[src/rtl/maze_pkg.sv]
// Shared maze constants: direction encoding, playfield/tile geometry and the wall map.
package maze_pkg;

    localparam logic [1:0] DIR_UP    = 2'b00;
    localparam logic [1:0] DIR_DOWN  = 2'b01;
    localparam logic [1:0] DIR_LEFT  = 2'b10;
    localparam logic [1:0] DIR_RIGHT = 2'b11;

    localparam int TILE      = 32;
    localparam int GRID_COLS = 20;
    localparam int GRID_ROWS = 15;
    localparam int SCREEN_W  = 640;
    localparam int SCREEN_H  = 480;

    // Border ring plus a pillar in every tile whose col and row are both 3 mod 4.
    function automatic logic is_wall(input int col, input int row);
        return (col == 0) || (col == GRID_COLS - 1) ||
               (row == 0) || (row == GRID_ROWS - 1) ||
               (((col & 3) == 3) && ((row & 3) == 3));
    endfunction

endpackage

[src/rtl/clock_divider.sv]
// Free-running 32-bit counter; its upper bits serve as slow strobes for the movers.
module clock_divider (
    input  logic        clk,
    input  logic        rst,
    output logic [31:0] clkdiv
);

    always_ff @(posedge clk or posedge rst) begin
        if (rst)
            clkdiv <= 32'd0;
        else
            clkdiv <= clkdiv + 32'd1;
    end

endmodule

[src/rtl/maze_collision_check.sv]
// Registered free/blocked decision for a one-pixel sprite step, plus the shared clock divider.
module maze_collision_check
    import maze_pkg::*;
#(
    parameter int SPRITE   = 16,
    parameter int TILE_PX  = TILE,
    parameter int SCR_W    = SCREEN_W,
    parameter int SCR_H    = SCREEN_H
) (
    input  logic        clk,
    input  logic        rst,
    input  logic [9:0]  PacX,
    input  logic [8:0]  PacY,
    input  logic [1:0]  state,
    output logic        result,
    output logic [31:0] clkdiv
);

    localparam int         TILE_SH = $clog2(TILE_PX);
    localparam logic [10:0] SPR_X  = 11'(SPRITE - 1);
    localparam logic [9:0]  SPR_Y  = 10'(SPRITE - 1);
    localparam logic [10:0] LIM_X  = 11'(SCR_W);
    localparam logic [9:0]  LIM_Y  = 10'(SCR_H);

    logic [10:0] nx, x1;
    logic [9:0]  ny, y1;
    logic        under;
    logic        in_bounds;
    logic        free;

    clock_divider u_div (
        .clk    (clk),
        .rst    (rst),
        .clkdiv (clkdiv)
    );

    // Widened step so that moving off the top/left edge is flagged instead of wrapping.
    always_comb begin
        nx    = {1'b0, PacX};
        ny    = {1'b0, PacY};
        under = 1'b0;
        case (state)
            DIR_UP:    if (PacY == 9'd0)  under = 1'b1; else ny = ny - 10'd1;
            DIR_DOWN:  ny = ny + 10'd1;
            DIR_LEFT:  if (PacX == 10'd0) under = 1'b1; else nx = nx - 11'd1;
            default:   nx = nx + 11'd1;
        endcase
    end

    assign x1        = nx + SPR_X;
    assign y1        = ny + SPR_Y;
    assign in_bounds = (x1 < LIM_X) && (y1 < LIM_Y);

    always_comb begin
        free = !under && in_bounds &&
               !is_wall(int'(nx >> TILE_SH), int'(ny >> TILE_SH)) &&
               !is_wall(int'(x1 >> TILE_SH), int'(ny >> TILE_SH)) &&
               !is_wall(int'(nx >> TILE_SH), int'(y1 >> TILE_SH)) &&
               !is_wall(int'(x1 >> TILE_SH), int'(y1 >> TILE_SH));
    end

    // Reset to blocked so a mover chooses a direction before its first step.
    always_ff @(posedge clk or posedge rst) begin
        if (rst)
            result <= 1'b0;
        else
            result <= free;
    end

endmodule

[config.mk]
export PLATFORM = sky130hd
export DESIGN_NAME = maze_collision_check
export DESIGN_NICKNAME = d
export VERILOG_FILES = /design/src/rtl/maze_pkg.sv /design/src/rtl/clock_divider.sv /design/src/rtl/maze_collision_check.sv
export SDC_FILE = /design/constraint.sdc
export NUM_CORES = 1
export LEC_CHECK = 0
export CORE_MARGIN = 8
export CORE_UTILIZATION = 51
export DETAILED_ROUTE_END_ITERATION = 10
export GPL_ROUTABILITY_DRIVEN = 0
export GPL_TIMING_DRIVEN = 0
export PLACE_DENSITY = 0.81
export SYNTH_ARGS = -nofsm -noshare
export SYNTH_HDL_FRONTEND = slang
export SYNTH_SLANG_ARGS = --single-unit
[constraint.sdc]
create_clock -name clk -period 2.3 [get_ports clk]
set_input_delay 0.345 -clock clk [delete_from_list [all_inputs] [get_ports clk]]
set_output_delay 0.345 -clock clk [all_outputs]
set_load 0.05 [all_outputs]
After elaboration in Yosys (flattened, before gate mapping)
Cells that the tools add are included.

cells by class
  bitwise operators = 0
  add/subtract/negate cells = 7
  reductions and logical operators = 37
  divide/modulo/power cells = 0
  mux-type cells = 7
  shifts and indexed selects = 0
  $lt $le $gt $ge = 2
  equality and inequality tests = 10
  multiply operators = 0

operators with widths
  kind                                                                     number
  32-bit zero test                                                         4
  32-bit by 1-bit adder with 32-bit output (second input constant)         1
  11-bit case mux with 2 select lines                                      1
  10-bit case mux with 2 select lines                                      1
  1-bit logical OR                                                         14
  6-bit == test (second input constant)                                    2
  10-bit by 1-bit adder with 11-bit output (second input constant)         1
  11-bit by 4-bit adder with 11-bit output (second input constant)         1
  11-bit by 10-bit < comparator with 1-bit output (second input constant)  1
  11-bit 2-to-1 mux                                                        1
  10-bit by 1-bit subtractor with 11-bit output (second input constant)    1
  10-bit by 4-bit adder with 10-bit output (second input constant)         1
  9-bit by 1-bit adder with 10-bit output (second input constant)          1
  2-bit by 1-bit == test with 1-bit output (second input constant)         5
  5-bit == test (second input constant)                                    2
  1-bit logical AND                                                        10
  10-bit zero test                                                         1
  10-bit by 9-bit < comparator with 1-bit output (second input constant)   1
  10-bit 2-to-1 mux                                                        1
  9-bit by 1-bit subtractor with 10-bit output (second input constant)     1
  9-bit zero test                                                          1
  1-bit zero test                                                          5
  2-bit == test (second input constant)                                    1
  2-bit zero test                                                          1
  other kinds (3)                                                          4

word-level totals
  input port bits = 23
  latch bits = 0
  flip-flop bits (word level) = 33
  memory bits (writable) = 0
  memories = 0
  word-level logic and storage cells = 65
  ROM bits = 0

Longest topological paths before layout
Gate-level depths: netlist (run 1).

  word-level depth = 13
  depth in mapped cells = 10
  depth with buffers taken out = 9

Modules after synthesis
Synthesis (run 1) repeated with hierarchy kept, for this count alone.

unflattened totals
  cells, all modules = 287
  area total of the unflattened synthesis = 2,560.0 um2

by module, submodules not included
  module                cells an instance  instances  area an instance (um2)
  clock_divider         129                1          1,488.9
  maze_collision_check  158                1          1,071.0

Worst setup path before layout (run 1)
Ideal clock, no wire load.

  path kind = register to register
  start point = register u_div.clkdiv[2]
  end point = register u_div.clkdiv[26]
  setup slack = 0.084 ns
  clock period less this slack = 2.216 ns
  data required time = 2.158 ns
  path buffers = 0
  data arrival time = 2.075 ns
  stages on the path, launching flop included = 8
  path through = dfrtp_1 -> and3_1 -> nand3_1 -> nor3_1 -> nand2_1 -> nor2_1 -> nand3_1 -> xnor2_1

between the ends
  cells in the longest elaborated chain, start to end = 1

RTL lines
  item                                      RTL line             RTL
  from (decl)                               clock_divider.sv:5   output logic [31:0] clkdiv
  from (signal assigned)                    clock_divider.sv:12  clkdiv <= clkdiv + 32'd1;
  32-bit by 1-bit adder with 32-bit output  clock_divider.sv:12

No other way between the ends.

Worst setup path after layout (run 1)
  start point = input port PacY[0]
  end point = register result

between the ends
  cells in the longest elaborated chain, start to end = 12

RTL lines
  item                                                                                                   RTL line                    RTL
  from (decl)                                                                                            maze_collision_check.sv:13  input logic [8:0] PacY,
  parallel branches: the longest is 11 deep, another holds 9-bit by 1-bit subtractor with 10-bit output  n/a
  1-bit logical AND *                                                                                    maze_collision_check.sv:58  !is_wall(int'(nx >> TILE_SH), int'(y1 >> TILE_SH)) &&
  net free                                                                                               maze_collision_check.sv:29  logic free;
  to (signal assigned)                                                                                   maze_collision_check.sv:67  result <= free;
  to (decl)                                                                                              maze_collision_check.sv:15  output logic result,

Mark *: on every way through the listed nets, which the timed path passes.

==> results of run 1 <==
## synthesized netlist by cell type (all sizes together) (2+ instances only)
cell type  number
nand2b          3
a311oi          3
nor3           18
buf             7
inv            13
nand3          17
or3             4
nand4          11
a211oi          5
mux2i           3
and2            2
a31oi           7
and4            2
o32ai           2
dfrtp          33
or4             3
o21ai           6
nor4            4
xnor2          28
a21oi           2
or4b            2
o211ai          6
a21o            2
nor2           15
ha              6
or2             4
clkbuf          7
nand2          19
nand3b          2
xor2           15
and3            8
## worst paths after layout
path | startpoint | to | slack (ns)
worst max-delay path | PacY[0] | result | 0.06
worst min-delay path | rst | u_div.clkdiv[27] | 0.35
worst max register to register | u_div.clkdiv[3] | u_div.clkdiv[26] | 0.20
worst min register to register | u_div.clkdiv[31] | u_div.clkdiv[31] | 0.46
max in group asynchronous | rst | u_div.clkdiv[17] | 1.51
min in group clk | u_div.clkdiv[31] | u_div.clkdiv[31] | 0.46
## worst reg2reg max path, cell delays in order (launching register included)
cell	delay [ns]
dfrtp_1	0.40
and3_1	0.26
nand3_1	0.11
nor3_1	0.39
nand2_1	0.21
nor2_1	0.32
nand3_1	0.14
xnor2_1	0.14
## what timing repair did
| item | in CTS | in global routing |
|---|---|---|
| endpoints found under the setup margin | 1 | 4 |
| gates resized for setup | 16 | 7 |
| pin swaps | 5 | 2 |
## metrics by stage
stage / hold WS [ns] / utilization (%) / TNS, ns
finish: 0.346 / 67.9 / 0
global placement: 0.450 / 64.8 / -0.599
detailed placement: 0.466 / 64.8 / -0.605
floorplan: 0.474 / - / 0
global route: 0.382 / 67.9 / -0.0429
CTS: 0.473 / 66.7 / 0
## layer usage
metal | GRT usage (%) | vias to the layer above | wire [um]
met1 | 20.0 | 1079 | 2570
met5 | 0 | - | 0
met2 | 26.8 | 82 | 2860
met3 | 4.30 | 7 | 439
met4 | 4.78 | 0 | 55
li1 | - | 1110 | -
## state kept, by name, summed over array words and instances, names as in the netlist
register and flops:
u_div.clkdiv 32, result 1
## cell families after synthesis
group,count (synthesis),synth area share [%]
xor+xnor,43,15.6
buf+inv,27,5.69
compound gates,45,14.3
simple gates,118,26.9
fa+ha+maj,6,2.99
mux,4,1.65
flops,33,32.9
## power by group through the flow
stage / Combinational, mW / Clock (mW) / Sequential (mW)
global placement: 0.207 / 0 / 0.595
floorplan: 0.130 / 0 / 0.602
finish: 0.221 / 0.423 / 0.584
detailed placement: 0.211 / 0 / 0.594
global route: 0.242 / 0.457 / 0.584
CTS: 0.209 / 0.435 / 0.584
## final cells by class
type | count | area (sq um)
inverter | 13 | 48.8
multi-input combinational | 216 | 1580
timing repair buffer | 48 | 488
sequential | 33 | 826
clock buffer | 7 | 86.3
tap | 67 | 83.8
fill | 391 | 1520
buffer | 13 | 90.1
==> flow_metrics.env, run 1 <==
export IMPL_viasPerCell=5.74
export IMPL_grt_pass1_wl_mm=10.0
export IMPL_finalNonFillerCells=397
export IMPL_syn_inst=276
export IMPL_path_delay_family="simple AND/OR/NAND/NOR gates"
export IMPL_synth_top_cell_by_area="dfrtp_1"
export IMPL_swShare_pct=25.8
export IMPL_synth_cell_type_count=62
export IMPL_synth_top_area_share_pct=32.9
export IMPL_leakagePower_nw=1.27
export IMPL_dp_cells=390
export IMPL_route_detailed_drc=0
export IMPL_cp_num_buf_inv=2
export IMPL_cellPowerDensity_nw_per_um2=383
export IMPL_slowest_delay_ns=0.51
export IMPL_die_area_sq_um=7420
export IMPL_switching_power_mw=0.317
export IMPL_crit_path_max_fanout=6
export IMPL_hold_buffers=0
export IMPL_slew_headroom_pct=65.9
export IMPL_drv_slew=0
export IMPL_diodes=0
export IMPL_rsz0062_at_grt="yes"
export IMPL_wl_per_cell_um=14.9
export IMPL_rows=25
export IMPL_drive_above_1_share_pct=13.3
export IMPL_power_mw=1.23
export IMPL_antenna_left=0
export IMPL_grt_pass1_vias=2208
export IMPL_fin_crit_ns=2.24
export IMPL_crit_type="primary input to flop"
export IMPL_antenna_found_initial=0
export IMPL_end_kind="flop"
export IMPL_die_w_um=86.1
export IMPL_startpoint_type="primary input"
export IMPL_internal_power_mw=0.910
export IMPL_num_nets_final=359
export IMPL_status="completed"
export IMPL_dp_slack_ns=-0.605
export IMPL_dp_hpwl_mm=4.54
export IMPL_ys_ff_latch=33
export IMPL_async_flop_share_pct=100
export IMPL_worst_r2r_path_depth=7
export IMPL_ir_worst_vdd_mv=0.270
export IMPL_clkLatencyLatePin_ns=0.28
export IMPL_synth_nets=305
export IMPL_grt_ovfl_total=0
export IMPL_final_common_cell="clkdlybuf4s50_1"
export IMPL_vias=2278
export IMPL_die_y_um=86.1
export IMPL_netlist_area_sq_um=2510
export IMPL_synthTopCellsByArea="dfrtp_1 33%, xnor2_1 9.8%, xor2_1 4.5%, nand3_1 3.4%, nor3_1 3.2%"
export IMPL_clk_root_buffer_cell="clkbuf_8"
export IMPL_finalCritPeriodShare_pct=97.5
export IMPL_cts_tree="done"
export IMPL_tightest_slew_ns=0.510
export IMPL_grt_max_degree=34
export IMPL_synthFlopType="dfrtp_1"
export IMPL_finalClockSkew_ns=0.00593
export IMPL_path_depth=10
export IMPL_core_area_sq_um=4720
export IMPL_drtPass1Iterations=4
export IMPL_dr_first_iter_drc_count=87
export IMPL_yosysWarnings=0
export IMPL_wl_mm=5.93
export IMPL_syn_avg_cell_area_sq_um=9.09
export IMPL_stdcell_area_sq_um=3210
export IMPL_synth_edf_count=0
export IMPL_finalSetupViolations=0
export IMPL_yosysSeqAreaShare_pct=32.9
export IMPL_io_buffers=47
export IMPL_clk_pin_slew_ns=0.06
export IMPL_comb_power_share_pct=18.0
export IMPL_hold_class="primary input to asynchronous set/reset pin"
export IMPL_cp_arrival_ns=2.41
export IMPL_cts_sinks=33
export IMPL_crit_chain="dlygate4sd2_1, inv_2, ha_4, or4b_4, o211a_1, nor3_1, a22o_1, a31oi_2, o221ai_1, nor3_2"
export IMPL_grt_util_all_layers_pct=16.2
export IMPL_place_area_sq_um=3060
export IMPL_worst_slack_ns=0.0573
export IMPL_finalHoldViolations=0
export IMPL_postCtsSetupBuffers=0
export IMPL_cts_inserted_buffers=5
export IMPL_cp_slowest_cell="or4b_4"
export IMPL_worstPathRequired_ns=2.47
export IMPL_clock_path_buffers=2
export IMPL_initial_core_util_pct=53.1
export IMPL_p_clk_share_pct=34.5
export IMPL_maxCapViolations=0
export IMPL_final_cell_mix="36 x clkdlybuf4s50_1, 33 x dfrtp_1, 28 x xnor2_1"
export IMPL_p_seq_share_pct=47.6
export IMPL_io_pins=56
export IMPL_fmaxAchievable_mhz=446
export IMPL_h_tree_depth=2
export IMPL_synthToLayoutAreaGrowth_pct=27.8
Note: power is estimated with default switching activity, not from simulation.
==> run 2, diff against run 1 <==
--- a/config.mk
+++ b/config.mk
@@ -11,6 +11,7 @@
 export GPL_ROUTABILITY_DRIVEN = 0
 export GPL_TIMING_DRIVEN = 0
 export PLACE_DENSITY = 0.81
+export SETUP_SLACK_MARGIN = 0.1
 export SYNTH_ARGS = -nofsm -noshare
 export SYNTH_HDL_FRONTEND = slang
 export SYNTH_SLANG_ARGS = --single-unit
==> constraint.sdc (replaced) <==
create_clock -name clk -period 2.3 [get_ports clk]
set_input_delay 0.345 -clock clk [delete_from_list [all_inputs] [get_ports clk]]
set_output_delay 0.345 -clock clk [all_outputs]
set_load 0.01 [all_outputs]
==> flow_metrics.env, run 2 (synthesis gave the netlist of run 1 again) <==
export IMPL_status="completed"
export IMPL_drtPass1Iterations=5
export IMPL_drv_slew=0
export IMPL_grt_util_all_layers_pct=16.5
export IMPL_hold_class="primary input to asynchronous set/reset pin"
export IMPL_cp_arrival_ns=2.27
export IMPL_final_cell_mix="34 x clkdlybuf4s50_1, 33 x dfrtp_1, 28 x xnor2_1"
export IMPL_synthToLayoutAreaGrowth_pct=29.3
export IMPL_route_detailed_drc=0
export IMPL_finalCritPeriodShare_pct=91.2
export IMPL_dp_hpwl_mm=4.54
export IMPL_fmaxAchievable_mhz=477
export IMPL_die_area_sq_um=7420
export IMPL_place_area_sq_um=3060
export IMPL_cpMostUsedCell="mux2i_1"
export IMPL_cts_tree="done"
export IMPL_clock_path_buffers=2
export IMPL_clk_root_buffer_cell="clkbuf_8"
export IMPL_die_w_um=86.1
export IMPL_crit_type="primary input to flop"
export IMPL_wl_per_cell_um=15.2
export IMPL_finalHoldViolations=0
export IMPL_cp_slowest_cell="or4_4"
export IMPL_finalNonFillerCells=398
export IMPL_tightest_slew_ns=0.589
export IMPL_hold_buffers=0
export IMPL_maxCapViolations=0
export IMPL_finalSetupViolations=0
export IMPL_diodes=0
export IMPL_antenna_found_initial=0
export IMPL_crit_path_max_fanout=5
export IMPL_final_common_cell="clkdlybuf4s50_1"
export IMPL_slowest_delay_ns=0.46
export IMPL_utilization_pct=68.7
export IMPL_stdcell_area_sq_um=3240
export IMPL_die_y_um=86.1
export IMPL_rsz0062_at_grt="no"
export IMPL_ir_worst_vdd_mv=0.271
export IMPL_dr_first_iter_drc_count=109
export IMPL_cts_sinks=33
export IMPL_dp_slack_ns=-0.605
export IMPL_num_nets_final=360
export IMPL_io_pins=56
export IMPL_dp_cells=390
export IMPL_clk_pin_slew_ns=0.06
export IMPL_cellPowerDensity_nw_per_um2=379
export IMPL_end_kind="flop"
export IMPL_initial_core_util_pct=53.1
export IMPL_wl_mm=6.04
export IMPL_timing_setup_tns_ns=0
export IMPL_crit_chain="dlygate4sd2_1, or4_4, nor3_4, mux2i_1, mux2i_1, or3_1, o221ai_2, nor3_2"
export IMPL_top_register="u_div.clkdiv"
export IMPL_finalClockSkew_ns=0.00647
export IMPL_grt_max_degree=34
export IMPL_worstPathRequired_ns=2.47
export IMPL_viasPerCell=5.83
export IMPL_fin_crit_ns=2.10
export IMPL_clkLatencyLatePin_ns=0.28
export IMPL_antenna_left=0
export IMPL_startpoint_type="primary input"
export IMPL_cts_inserted_buffers=5
export IMPL_grt_pass1_wl_mm=10.2
export IMPL_top_regs="u_div.clkdiv (32), result (1)"
export IMPL_worst_slack_ns=0.202
export IMPL_grt_pass1_vias=2226
export IMPL_io_buffers=47
export IMPL_h_tree_depth=2
export IMPL_core_area_sq_um=4720
export IMPL_largest_reg_flops=32
export IMPL_drive_above_1_share_pct=19.0
export IMPL_power_mw=1.23
export IMPL_rows=25
export IMPL_holdWs_ns=0.337
export IMPL_grt_ovfl_total=0
export IMPL_slew_headroom_pct=60.3
export IMPL_leakagePower_nw=1.30
export IMPL_vias=2322
[run 2: changes by cell type in the layout (fill, tap and decap cells not counted), sizes merged]
cell / change
clkbuf: +7
dlygate4sd2: -7
buf: +3
clkdlybuf4s50: -2
[run 2: timing repair]
action | in CTS | in global routing
setup endpoints to repair | 1 | 8
pin swaps | 7 | 9
cloned | 0 | 0
buffers inserted | 1 | 0
resized for setup | 29 | 32
[run 2: worst max-delay path, delay by kind of cell]
family | cells | cell delay, ns
and+or+nand+nor | 4 | 1.06
muxes | 2 | 0.34
buffers and inverters | 1 | 0.31
AOI/OAI and AO/OA | 1 | 0.20
[run 2: layout make-up]
type | count | area, sq um
inverter | 13 | 48.8
fill | 377 | 1480
buffer | 13 | 92.6
clock buffer | 7 | 86.3
timing repair buffer | 49 | 459
sequential | 33 | 826
multi-input combinational | 216 | 1650
tap | 67 | 83.8
[run 2: path summary, 6_finish.rpt]
kind                                     to  slack, ns        startpoint  cells past startpoint
min reg2reg                u_div.clkdiv[31]       0.46  u_div.clkdiv[31]                      1
min                        u_div.clkdiv[20]       0.34               rst                      2
min in group clk           u_div.clkdiv[31]       0.46  u_div.clkdiv[31]                      1
max in group asynchronous  u_div.clkdiv[17]       1.52               rst                      3
max                                  result       0.20           PacX[7]                      8
max reg2reg                u_div.clkdiv[27]       0.32   u_div.clkdiv[3]                      7
[run 2: metal layers]
layer / share of wire, % / global-route usage [%] / routed length, um / vias up
met5: 0 / 0 / 0 / -
met4: 1.3 / 4.62 / 76 / 0
met3: 7.4 / 4.11 / 444 / 10
met2: 48 / 27.8 / 2920 / 93
met1: 43 / 20.1 / 2600 / 1109
li1: - / - / - / 1110
[run 2: power by group]
group | internal [mW] | switching [mW] | total (mW)
combinational | 0.0911 | 0.129 | 0.220
sequential | 0.583 | 0.000884 | 0.584
clock | 0.237 | 0.188 | 0.425
